File: src/rtl/freq_meter_pkg.sv
// rtl/freq_meter_pkg.sv - shared constants, controller state type and result byte selector
`timescale 1ns/1ps
package freq_meter_pkg;

    localparam int NUM_CH = 5;
    localparam int CNT_W  = 32;
    localparam int RES_W  = 2 * CNT_W;

    localparam logic [7:0] CMD_DATA_RD = 8'h3B;

    typedef enum logic {
        IDLE = 1'b0,
        READ = 1'b1
    } ctrl_state_t;

    // Byte idx of a result word, idx 0 = most significant byte.
    function automatic logic [7:0] result_byte(input logic [RES_W-1:0] data,
                                               input logic [2:0]       idx);
        logic [RES_W-1:0] shifted;
        shifted = data << (8 * idx);
        return shifted[RES_W-1 -: 8];
    endfunction

endpackage

File: src/rtl/freq_meter_channel.sv
// rtl/freq_meter_channel.sv - one gated measurement channel (edge-aligned gate, signal/reference counters)
//
// Ports:
//   clk_i, rst_n_i   reference clock, synchronous active-low reset
//   sig_rise_i       one-cycle pulse per conditioned signal rising edge
//   gate_en_i        gate request from the startup sequencer
//   gate_sync_o      gate aligned to signal edges
//   wr_en_o          one-cycle strobe in the cycle the aligned gate falls
//   wr_data_o        {sig_cnt, ref_cnt}, valid with wr_en_o
`timescale 1ns/1ps
module freq_meter_channel
    import freq_meter_pkg::*;
(
    input  logic             clk_i,
    input  logic             rst_n_i,
    input  logic             sig_rise_i,
    input  logic             gate_en_i,
    output logic             gate_sync_o,
    output logic             wr_en_o,
    output logic [RES_W-1:0] wr_data_o
);

    localparam logic [CNT_W-1:0] CNT_MAX = '1;

    logic             gate_q;
    logic             gate_d;
    logic [CNT_W-1:0] sig_cnt;
    logic [CNT_W-1:0] ref_cnt;

    always_ff @(posedge clk_i) begin
        if (!rst_n_i) begin
            gate_q  <= 1'b0;
            gate_d  <= 1'b0;
            sig_cnt <= '0;
            ref_cnt <= '0;
        end else begin
            gate_d <= gate_q;
            // Gate only changes on a signal edge, so the window spans whole signal periods.
            if (sig_rise_i) begin
                gate_q <= gate_en_i;
            end
            if (wr_en_o) begin
                sig_cnt <= '0;
                ref_cnt <= '0;
            end else begin
                // An edge seen with the request high is counted, including the opening edge;
                // the closing edge (request low) is not.
                if (sig_rise_i && gate_en_i && (sig_cnt != CNT_MAX)) begin
                    sig_cnt <= sig_cnt + 1'b1;
                end
                if (gate_q && (ref_cnt != CNT_MAX)) begin
                    ref_cnt <= ref_cnt + 1'b1;
                end
            end
        end
    end

    assign gate_sync_o = gate_q;
    assign wr_en_o     = gate_d & ~gate_q;
    assign wr_data_o   = {sig_cnt, ref_cnt};

endmodule

File: src/rtl/freq_meter_core.sv
// rtl/freq_meter_core.sv - reciprocal frequency-meter core: channels, result merge, command decoder, read regfile
//
// Ports:
//   clk_i, rst_n_i       reference clock, synchronous active-low reset
//   dc_i                 0 = command byte, 1 = data byte
//   spi_byte_vld_i       one-cycle strobe, byte received
//   spi_byte_data_i      received byte
//   sig_clk_i            measured signal, asynchronous
//   gate_en_i            per-channel gate request
//   gate_sync_o          per-channel gate aligned to signal edges
//   reg_rd_data_o        selected result byte
// Build option: FREQ_METER_SYNC2_EN selects a 2-flop synchronizer on sig_clk_i
// (default: a single register stage).
`timescale 1ns/1ps
module freq_meter_core
    import freq_meter_pkg::*;
(
    input  logic              clk_i,
    input  logic              rst_n_i,
    input  logic              dc_i,
    input  logic              spi_byte_vld_i,
    input  logic [7:0]        spi_byte_data_i,
    input  logic              sig_clk_i,
    input  logic [NUM_CH-1:0] gate_en_i,
    output logic [NUM_CH-1:0] gate_sync_o,
    output logic [7:0]        reg_rd_data_o
);

    // ---------------- signal conditioning ----------------
    logic sig_s;
    logic sig_s_d;
    logic sig_rise;

`ifdef FREQ_METER_SYNC2_EN
    logic sig_meta;
    always_ff @(posedge clk_i) begin
        if (!rst_n_i) begin
            sig_meta <= 1'b0;
            sig_s    <= 1'b0;
        end else begin
            sig_meta <= sig_clk_i;
            sig_s    <= sig_meta;
        end
    end
`else
    always_ff @(posedge clk_i) begin
        if (!rst_n_i) begin
            sig_s <= 1'b0;
        end else begin
            sig_s <= sig_clk_i;
        end
    end
`endif

    always_ff @(posedge clk_i) begin
        if (!rst_n_i) begin
            sig_s_d  <= 1'b0;
            sig_rise <= 1'b0;
        end else begin
            sig_s_d  <= sig_s;
            sig_rise <= sig_s & ~sig_s_d;
        end
    end

    // ---------------- channels ----------------
    logic [NUM_CH-1:0] ch_wr_en;
    logic [RES_W-1:0]  ch_wr_data [NUM_CH];

    for (genvar g = 0; g < NUM_CH; g++) begin : g_ch
        freq_meter_channel u_ch (
            .clk_i       (clk_i),
            .rst_n_i     (rst_n_i),
            .sig_rise_i  (sig_rise),
            .gate_en_i   (gate_en_i[g]),
            .gate_sync_o (gate_sync_o[g]),
            .wr_en_o     (ch_wr_en[g]),
            .wr_data_o   (ch_wr_data[g])
        );
    end

    // ---------------- write merge ----------------
    logic [RES_W-1:0] sel_data;
    logic             wr_en_q;
    logic [RES_W-1:0] wr_data_q;
    logic [RES_W-1:0] result;

    // Descending scan so the lowest-index writer is the last (winning) assignment.
    always_comb begin
        sel_data = '0;
        for (int i = NUM_CH - 1; i >= 0; i--) begin
            if (ch_wr_en[i]) begin
                sel_data = ch_wr_data[i];
            end
        end
    end

    always_ff @(posedge clk_i) begin
        if (!rst_n_i) begin
            wr_en_q   <= 1'b0;
            wr_data_q <= '0;
            result    <= '0;
        end else begin
            wr_en_q   <= |ch_wr_en;
            wr_data_q <= sel_data;
            if (wr_en_q) begin
                result <= wr_data_q;
            end
        end
    end

    // ---------------- command decoder ----------------
    ctrl_state_t state;
    logic        rd_en;
    logic [2:0]  addr;

    always_ff @(posedge clk_i) begin
        if (!rst_n_i) begin
            state <= IDLE;
            rd_en <= 1'b0;
            addr  <= '0;
        end else begin
            rd_en <= 1'b0;
            if (spi_byte_vld_i) begin
                if (!dc_i) begin
                    // Any command byte is decoded afresh, whatever the current state.
                    if (spi_byte_data_i == CMD_DATA_RD) begin
                        state <= READ;
                        rd_en <= 1'b1;
                        addr  <= '0;
                    end else begin
                        state <= IDLE;
                    end
                end else if (state == READ) begin
                    addr  <= addr + 1'b1;
                    rd_en <= 1'b1;
                end
            end
        end
    end

    // ---------------- read regfile ----------------
    logic             rd_en_q;
    logic [2:0]       addr_q;
    logic [RES_W-1:0] snapshot;

    always_ff @(posedge clk_i) begin
        if (!rst_n_i) begin
            rd_en_q       <= 1'b0;
            addr_q        <= '0;
            snapshot      <= '0;
            reg_rd_data_o <= '0;
        end else begin
            rd_en_q <= rd_en;
            addr_q  <= addr;
            if (rd_en_q) begin
                // Byte 0 freezes the word so a result landing mid-read cannot tear it.
                if (addr_q == 3'd0) begin
                    snapshot      <= result;
                    reg_rd_data_o <= result_byte(result, 3'd0);
                end else begin
                    reg_rd_data_o <= result_byte(snapshot, addr_q);
                end
            end
        end
    end

endmodule

File: config.mk
export PLATFORM = sky130hd
export DESIGN_NAME = freq_meter_core
export DESIGN_NICKNAME = d
export VERILOG_FILES = /design/src/rtl/freq_meter_pkg.sv /design/src/rtl/freq_meter_channel.sv /design/src/rtl/freq_meter_core.sv
export SDC_FILE = /design/constraint.sdc
export NUM_CORES = 1
export LEC_CHECK = 0
export BUFFER_PORTS_ARGS = -buffer_cell sky130_fd_sc_hd__buf_4
export CAP_MARGIN = 25
export CORE_MARGIN = 5
export CORE_UTILIZATION = 35
export DETAILED_ROUTE_END_ITERATION = 8
export SYNTH_ARGS = -nofsm -noshare
export SYNTH_HDL_FRONTEND = slang
export SYNTH_SLANG_ARGS = --single-unit
File: constraint.sdc
create_clock -name clk_i -period 6.9 [get_ports clk_i]
set_input_delay 1.38 -clock clk_i [delete_from_list [all_inputs] [get_ports clk_i]]
set_output_delay 1.38 -clock clk_i [all_outputs]
set_load 0.05 [all_outputs]
==> results of run 1 <==
==> cell usage in the layout, fill, tap and decap left out, types with 44 or more instances in the layout <==
master and n:
sky130_fd_sc_hd__mux2i_1 137, sky130_fd_sc_hd__nor2_1 212, sky130_fd_sc_hd__dfxtp_1 534, sky130_fd_sc_hd__or3_1 139, sky130_fd_sc_hd__clkbuf_16 58, sky130_fd_sc_hd__buf_4 53
sky130_fd_sc_hd__and4_1 44, sky130_fd_sc_hd__o21ai_0 162, sky130_fd_sc_hd__a21boi_0 63, sky130_fd_sc_hd__a222oi_1 60, sky130_fd_sc_hd__nand3_1 119, sky130_fd_sc_hd__or4_1 61
sky130_fd_sc_hd__a21oi_1 250, sky130_fd_sc_hd__nand4_1 88, sky130_fd_sc_hd__nor2b_1 131, sky130_fd_sc_hd__xnor2_1 73, sky130_fd_sc_hd__nand2_1 297
==> stage by stage <==
step / hold slack (ps) / power, mW / setup WS, ps
floorplan: 367 / 3.29 / 4080
global placement: 369 / 3.34 / 3340
detailed placement: 379 / 3.35 / 3370
CTS: 388 / 6.46 / 3750
global route: 389 / 6.60 / 3620
finish: 388 / 6.38 / 3780
==> cell families (layout without fill, tap and decap cells) <==
logic type,after synthesis,count (layout)
simple gates,1267,1267
flops,535,535
mux,152,152
buf+inv,229,201
fa+ha+maj,11,11
xor+xnor,93,93
compound gates,716,716
==> path summary, 6_finish.rpt <==
check                           start              to  slack [ps]
min reg2reg                   sig_s_d        sig_rise         390
max          g_ch[1].u_ch.gate_sync_o  gate_sync_o[1]        3780
min                           sig_s_d        sig_rise         390
max reg2reg  g_ch[3].u_ch.gate_sync_o   wr_data_q[22]        3870
==> cell type report <==
cell class	instances	area, um^2
repair buffers	61	522
well taps	959	1200
clock buffers	85	1680
fillers	7295	44200
multi-input cells	2239	14000
inverters	34	128
flip-flops and latches	535	10700
clock inverters	21	214
==> routing by layer <==
| metal | vias up | track usage (%) |
|---|---|---|
| met3 | 102 | 2.16 |
| met4 | 0 | 5.45 |
| met1 | 10400 | 24.5 |
| met5 | - | 0 |
| met2 | 553 | 28.7 |
| li1 | 11000 | - |
==> sequential cells by signal, summed over array words and instances (netlist names) <==
register               count
sig_rise                   1
wr_data_q                 64
state                      1
rd_en_q                    1
reg_rd_data_o              8
sig_s                      1
result                    64
addr                       3
g_ch.u_ch.ref_cnt        160
g_ch.u_ch.sig_cnt        160
sig_s_d                    1
snapshot                  56
rd_en                      1
g_ch.u_ch.gate_sync_o      5
g_ch.u_ch.gate_d           5
wr_en_q                    1
addr_q                     3
==> where the power goes <==
group	internal (mW)	total (mW)	switching (mW)
clock network	1.80	3.10	1.30
logic	0.0543	0.174	0.120
registers	3.09	3.10	0.0103
total	4.95	6.38	1.43
==> implementation parameters, run 1 <==
Parameter                              Value

Floorplan
  Die area ... slightly below 0.08 mm^2
  Starting density of the core ... 35.2%
  X dimension of the die ... about 280 um
  Die Y ... 280 um
  Row count ... 99
  Core region area ... between 0.07 and 0.08 mm^2
  Top-level I/O count ... 31

Yosys
  Number of distinct library cells after synthesis ... 67
  Share of the yosys chip area belonging to registers ... 41.9%
  Post-synthesis cell type with the largest combined area ... sky130_fd_sc_hd__dfxtp_1
  Most numerous cell in the Yosys netlist ... sky130_fd_sc_hd__dfxtp_1
  Top flip-flop cell by instance count after synthesis ... sky130_fd_sc_hd__dfxtp_1
  Syn. warnings ... 0
  Arithmetic-cell share of the synthesized area counting full adders, half adders and majority gates ... less than 1%
  Post-synthesis xor/xnor area fraction ... 3.18%
  Number of nets in the synthesized netlist ... just over 3000
  Most common library cells after synthesis ... sky130_fd_sc_hd__dfxtp_1 (535), sky130_fd_sc_hd__nand2_1 (302), sky130_fd_sc_hd__a21oi_1 (250), sky130_fd_sc_hd__nor2_1 (213), sky130_fd_sc_hd__clkbuf_1 (164)
  Portion of netlist area occupied by mux cells ... 6.68%
  Number of synthesized flops with an enable pin ... 0
  Synth top area cells ... sky130_fd_sc_hd__dfxtp_1 (42%), sky130_fd_sc_hd__mux2i_1 (5.4%), sky130_fd_sc_hd__a21oi_1 (4.9%)
  Compound-cell area share of the yosys netlist ... 18.0%
  Syn Area/Cell ... 8.52 um^2
  Combinational family with the most area after synthesis ... simple AND/OR/NAND/NOR gates
  Summed instance area of the synthesized netlist ... 0.0256 mm^2
  Area share of and/or/nand/nor cells after synthesis ... 26.2%
  Post-synthesis async set-or-reset flop share ... 0%
  Top cell type's share of synthesized area ... a little over two fifths
  Yosys reg bits ... 535
  Cell count after synthesis ... 3003

STA
  Hold violation count in the final report ... 0
  Maximum clock rate ... 0.320 GHz
  Setup TNS after final layout ... 0 ps
  Post-layout minimum cycle time ... 3120 ps
  Clk_skew ... 20.0 ps
  Unrepaired setup endpoints after global routing ... no
  Headroom to the max-slew limit ... between 20% and 30%
  Count of pins over their slew limit ... 0
  Slew at the pin closest to its max-slew limit ... 1060 ps
  Period utilization ... 45.2%
  Setup violation total in the final timing report ... 0

Drt
  Drt pass-1 iters ... 9
  Detail Route Antenna Nets ... 0
  DRC Markers ... 0
  Via count ... 22000
  Routed WL ... around 72 mm
  Met1 Wirelength ... 32.7 mm
  Highest routing layer actually used ... met4
  Routed length on met2 ... 33.1 mm
  Met3 wire length ... 3.53 mm
  Initial DRC Count ... 2228
  Final routed wire length divided by cell count ... 18.2 um
  Number of vias per cell after detailed routing ... 5.58

Worst setup path
  Stages on worst setup path ... 1
  Slowest stage cell on the critical path ... sky130_fd_sc_hd__dfxtp_1
  Cells along the critical path ... buf_4
  Class of the most critical setup path ... reg -> out
  Required time of the critical path ... roughly 5500 ps
  Startpoint Class ... flop
  Count of buffer and inverter cells on the critical path ... 1
  Worst Path Max Fanout ... 11
  Arrival time worst endpoint ... 1740 ps
  Crit end category ... output pin
  Largest stage delay, worst path ... roughly 790 ps
  Category of cells accounting for the largest share of critical-path delay ... flip-flops
  Worst reg2reg path depth ... 6

Clocking
  Post-CTS setup buffer count ... 0
  Number of hold-repair buffers added at the cts stage ... 0
  Cell at the root of the clock tree ... sky130_fd_sc_hd__clkbuf_16
  Number of instances resized during post-cts repair ... 0
  Clock tree from TritonCTS ... built
  Level count of the clock H-tree ... 2
  Inserted Clock Buffers ... 57
  Clk sinks ... roughly 540
  Clock input transition at the sequential cells of the worst setup and hold paths ... ~60 ps
  Number of buffers between clock root and the deepest sink ... 3
  Worst-Skew Late Latency ... between 600 and 700 ps

Flow run
  Max-cap violation count ... 0

Global routing
  Combined global-route utilization of all metal layers ... 17.6%
  Pin count of the biggest net entering global routing ... 104
  Global-route wire length before repair ... 113 mm
  Number of antenna violations at the first check in global routing ... 1
  Via count of the first global-routing pass ... 19800
  Gr ovfl total ... 0

Run status
  Run status ... finished clean

Finish
  Final Cell Area ... 0.0285 mm^2
  Layout-stage area growth over the synthesis result ... 11.4%
  Share of layout cells above drive strength 1 ... roughly 7.4%
  Fin nets ... 2957
  Diodes inserted ... 0
  Post-layout instance count excluding filler cells ... between 3000 and 4000
  Final core utilization ... 39.2%

Min path
  Worst Hold Depth ... 1
  Tightest Hold Check Type ... reg -> reg

Placement
  Routability Congestion ... 0.870
  Area after detailed placement ... 0.0266 mm^2
  Number of cells in the design after placement ... 3827
  Count of port buffers added during placement ... 30
  Post-detailed-placement half-perimeter wirelength ... between 40 and 50 mm

Power
  Leakage power of the design ... between 9 and 10 nW
  Largest voltage drop on the vdd net ... 0.216 mV
  PD cells ... 224 mW/mm^2
No activity file was read; power rests on OpenSTA's default activity.
==> run 2: changes to the inputs <==
Settings changed: ABC_AREA set to 1.
Clock period 6.9 ns to 3 ns, I/O delays scaled along.
==> run 2 against run 1 <==
Effect of this change:
- sequential power rose by 130%
- via count is 37% higher
- non-clock buffer count grew 40
- clock skew is 0.90 ps higher
- critical path type is now reg -> reg
- final area grew 19%
==> implementation parameters, run 2 <==
Parameter                              Value

Min path
  Worst Hold Depth ... 3 (was 1)
  Origin of the worst min-delay path ... sig_clk_i (was sig_s_d)
  Tightest Hold Check Type ... in -> reg (was reg -> reg)
  Capture endpoint of the worst hold path ... sig_s (was sig_rise)

STA
  Maximum clock rate ... 0.447 GHz
  Period utilization ... approximately three quarters
  Unrepaired setup endpoints after global routing ... no (unchanged)
  Hold violation count in the final report ... 0 (unchanged)
  Count of pins over their slew limit ... 0 (unchanged)
  Clk_skew ... 20.9 ps (was 20.0 ps)
  Setup violation total in the final timing report ... 0 (unchanged)
  Slew at the pin closest to its max-slew limit ... 854 ps (was 1060 ps)
  Setup TNS after final layout ... 0 ps (unchanged)
  Post-layout minimum cycle time ... 2240 ps
  Headroom to the max-slew limit ... 42.5% (was 29.4%)

Worst setup path
  Worst reg2reg path depth ... 6 (unchanged)
  Slowest stage cell on the critical path ... sky130_fd_sc_hd__dfxtp_1 (unchanged)
  Dominant cell type by count on the critical path ... sky130_fd_sc_hd__nand2_1
  Class of the most critical setup path ... reg -> reg (was reg -> out)
  Required time of the critical path ... 3540 ps (was 5520 ps)
  Reg-to-reg slack, setup ... 760 ps (was 3870 ps)
  Largest stage delay, worst path ... 690 ps (was 790 ps)
  Cells along the critical path ... nand2_1 > clkinv_1 > nand2_4 > inv_2 > nand2_1 > a21oi_2 (was buf_4)
  Worst Path Max Fanout ... 26 (was 11)
  Crit end category ... flop (was output pin)
  Startpoint Class ... flop (unchanged)
  Reg-to-Reg End ... g_ch[2].u_ch.sig_cnt[26] (was wr_data_q[22])
  Arrival time worst endpoint ... 2770 ps (was 1740 ps)
  Origin of the critical flop-to-flop path ... sig_rise (was g_ch[3].u_ch.gate_sync_o)
  Count of buffer and inverter cells on the critical path ... 2 (was 1)
  Category of cells accounting for the largest share of critical-path delay ... flip-flops (unchanged)

Yosys
  Share of the yosys chip area belonging to registers ... 35.1% (was 41.9%)
  Syn Area/Cell ... 6.36 um^2 (was 8.52 um^2)
  Number of nets in the synthesized netlist ... 4831 (was 3032)
  Post-synthesis cell type with the largest combined area ... sky130_fd_sc_hd__dfxtp_1 (unchanged)
  Most numerous cell in the Yosys netlist ... sky130_fd_sc_hd__nand2_1 (was sky130_fd_sc_hd__dfxtp_1)
  Summed instance area of the synthesized netlist ... 0.0306 mm^2 (was 0.0256 mm^2)
  Post-synthesis async set-or-reset flop share ... 0% (unchanged)
  Yosys reg bits ... 535 (unchanged)
  Number of distinct library cells after synthesis ... 40 (was 67)
  Top cell type's share of synthesized area ... 35.1% (was 41.9%)
  Synth top area cells ... sky130_fd_sc_hd__dfxtp_1 (35%), sky130_fd_sc_hd__nand2_1 (19%), sky130_fd_sc_hd__nor2_1 (11%) (was sky130_fd_sc_hd__dfxtp_1 (42%), sky130_fd_sc_hd__mux2i_1 (5.4%), sky130_fd_sc_hd__a21oi_1 (4.9%))
  Cell count after synthesis ... 4802 (was 3003)
  Most common library cells after synthesis ... sky130_fd_sc_hd__nand2_1 (1546), sky130_fd_sc_hd__nor2_1 (864), sky130_fd_sc_hd__dfxtp_1 (535), sky130_fd_sc_hd__inv_1 (299), sky130_fd_sc_hd__o21ai_0 (249) (was sky130_fd_sc_hd__dfxtp_1 (535), sky130_fd_sc_hd__nand2_1 (302), sky130_fd_sc_hd__a21oi_1 (250), sky130_fd_sc_hd__nor2_1 (213), sky130_fd_sc_hd__clkbuf_1 (164))
  Syn. warnings ... 0 (unchanged)
  Top flip-flop cell by instance count after synthesis ... sky130_fd_sc_hd__dfxtp_1 (unchanged)
  Number of synthesized flops with an enable pin ... 0 (unchanged)

Placement
  Post-detailed-placement half-perimeter wirelength ... 73.5 mm (was 49.8 mm)
  Routability Congestion ... 0.945 (was 0.870)
  Count of port buffers added during placement ... 30 (unchanged)

Finish
  Fin nets ... 4794 (was 2957)
  Share of layout cells above drive strength 1 ... 9.18% (was 7.39%)
  Top flop regs ... g_ch.u_ch.ref_cnt: 160 flops, g_ch.u_ch.sig_cnt: 160 flops (unchanged)
  Commonest non-fill, non-tap cell in the layout ... sky130_fd_sc_hd__nand2_1 (was sky130_fd_sc_hd__dfxtp_1)
  Final core utilization ... 39.2% (about the same)
  Diodes inserted ... 0 (unchanged)
  Highest-count cells in the layout ignoring fill and taps ... sky130_fd_sc_hd__nand2_1 (1541), sky130_fd_sc_hd__nor2_1 (862), sky130_fd_sc_hd__dfxtp_1 (534) (was sky130_fd_sc_hd__dfxtp_1 (534), sky130_fd_sc_hd__nand2_1 (297), sky130_fd_sc_hd__a21oi_1 (250))
  Layout-stage area growth over the synthesis result ... 11.4% (about the same)

Floorplan
  Core region area ... 0.0868 mm^2 (was 0.0727 mm^2)
  Die Y ... 305 um (was 280 um)
  Top-level I/O count ... 31 (unchanged)
  Row count ... 108 (was 99)
  Starting density of the core ... 35.2% (about the same)
  X dimension of the die ... 305 um (was 280 um)
  Die area ... 0.0933 mm^2 (was 0.0786 mm^2)

Drt
  DRC Markers ... 0 (unchanged)
  Drt pass-1 iters ... 7 (was 9)
  Number of vias per cell after detailed routing ... 5.05 (was 5.58)
  Detail Route Antenna Nets ... 0 (unchanged)
  Routed WL ... 98.9 mm (was 71.6 mm)
  Via count ... 30200 (was 22000)
  Final routed wire length divided by cell count ... 16.6 um (was 18.2 um)
  Initial DRC Count ... 2560 (was 2228)

Global routing
  Pin count of the biggest net entering global routing ... 126 (was 104)
  Gr ovfl total ... 0 (unchanged)
  Global-route wire length before repair ... 155 mm (was 113 mm)
  Combined global-route utilization of all metal layers ... 20.5% (was 17.6%)
  Number of antenna violations at the first check in global routing ... 1 (unchanged)
  Via count of the first global-routing pass ... 27200 (was 19800)

Clocking
  Number of buffers between clock root and the deepest sink ... 3 (unchanged)
  Number of instances resized during post-cts repair ... 0 (unchanged)
  Clk sinks ... 535 (unchanged)
  Level count of the clock H-tree ... 3 (was 2)
  Clock tree from TritonCTS ... built (unchanged)
  Number of hold-repair buffers added at the cts stage ... 0 (unchanged)
  Clock input transition at the sequential cells of the worst setup and hold paths ... 60 ps (about the same)
  Worst-Skew Late Latency ... 600 ps (was 630 ps)
  Inserted Clock Buffers ... 66 (was 57)
  Post-CTS setup buffer count ... 0 (unchanged)
  Cell at the root of the clock tree ... sky130_fd_sc_hd__clkbuf_16 (unchanged)

Power
  PD cells ... 474 mW/mm^2 (was 224 mW/mm^2)
  Leakage power of the design ... 11.8 nW (was 9.22 nW)
  Largest voltage drop on the vdd net ... 0.400 mV (was 0.216 mV)

Flow run
  Max-cap violation count ... 0 (unchanged)

Run status
  Run status ... finished clean (unchanged)
-- run 2: power breakdown --
part | internal [mW] | leakage, nW | switching, mW | total [mW]
logic | 0.163 | 6.42 | 0.490 | 0.653
clock network | 4.98 | 1.09 | 3.26 | 8.24
registers | 7.18 | 4.31 | 0.0445 | 7.22
total | 12.3 | 11.8 | 3.79 | 16.1
-- run 2: per-stage QoR --
stage          hold slack [ps]  setup WS (ps)  power [mW]  cell area (um^2)  std cells
2_1_floorplan              368           1200        7.79             30600       4802
3_3_place_gp               372            775        8.02             31800       5852
3_5_place_dp               377            784        8.02             31800       5852
4_1_cts                    158            763        16.3             34000       5970
5_1_grt                    200            521        16.7             34000       5970
6_report                   190            764        16.1             34000       5970
-- run 2: worst max path at each step --
| stage | start | to | slack [ps] | cells past startpoint |
|---|---|---|---|---|
| final | sig_rise | g_ch[2].u_ch.sig_cnt[26] | 760 | 6 |
| after global routing | sig_rise | g_ch[2].u_ch.sig_cnt[31] | 520 | 6 |
| after CTS | sig_rise | g_ch[2].u_ch.sig_cnt[25] | 760 | 6 |
| after detailed placement | sig_rise | g_ch[2].u_ch.sig_cnt[25] | 780 | 6 |
| after global placement | sig_rise | g_ch[2].u_ch.sig_cnt[15] | 770 | 6 |
| after floorplan | rst_n_i | g_ch[3].u_ch.sig_cnt[25] | 1200 | 7 |
-- run 2: routing by layer --
metal | share of wire, % | wire (um) | GRT usage (%) | vias to the layer above
met5 | 0 | 0 | 0 | -
li1 | - | - | - | 15300
met4 | 3.6 | 3530 | 6.79 | 0
met1 | 46 | 45800 | 29.0 | 13800
met3 | 7.1 | 7020 | 3.75 | 182
met2 | 43 | 42500 | 31.6 | 912
-- run 2: logic make-up after synthesis --
kind of cell | share of synthesized area (%)
XOR/XNOR | 4.13
AND/OR/NAND/NOR | 39.1
buffers and inverters | 7.66
adder cells (fa/ha/maj) | 0.450
flip-flops | 35.1
AO/OA/AOI/OAI | 13.6
-- run 2: layout make-up --
type	instances	area, um^2
Fill cell	9315	52700
Multi-Input combinational cell	3740	17500
Sequential cell	535	10700
Clock buffer	94	1910
Tap cell	1155	1450
Inverter	321	1220
Timing Repair Buffer	101	871
Clock inverter	24	333
-- run 2: worst min-delay path, delay by kind of cell --
family	cells	cell delay (ps)
buffers and inverters	2	120
and+or+nand+nor	1	40
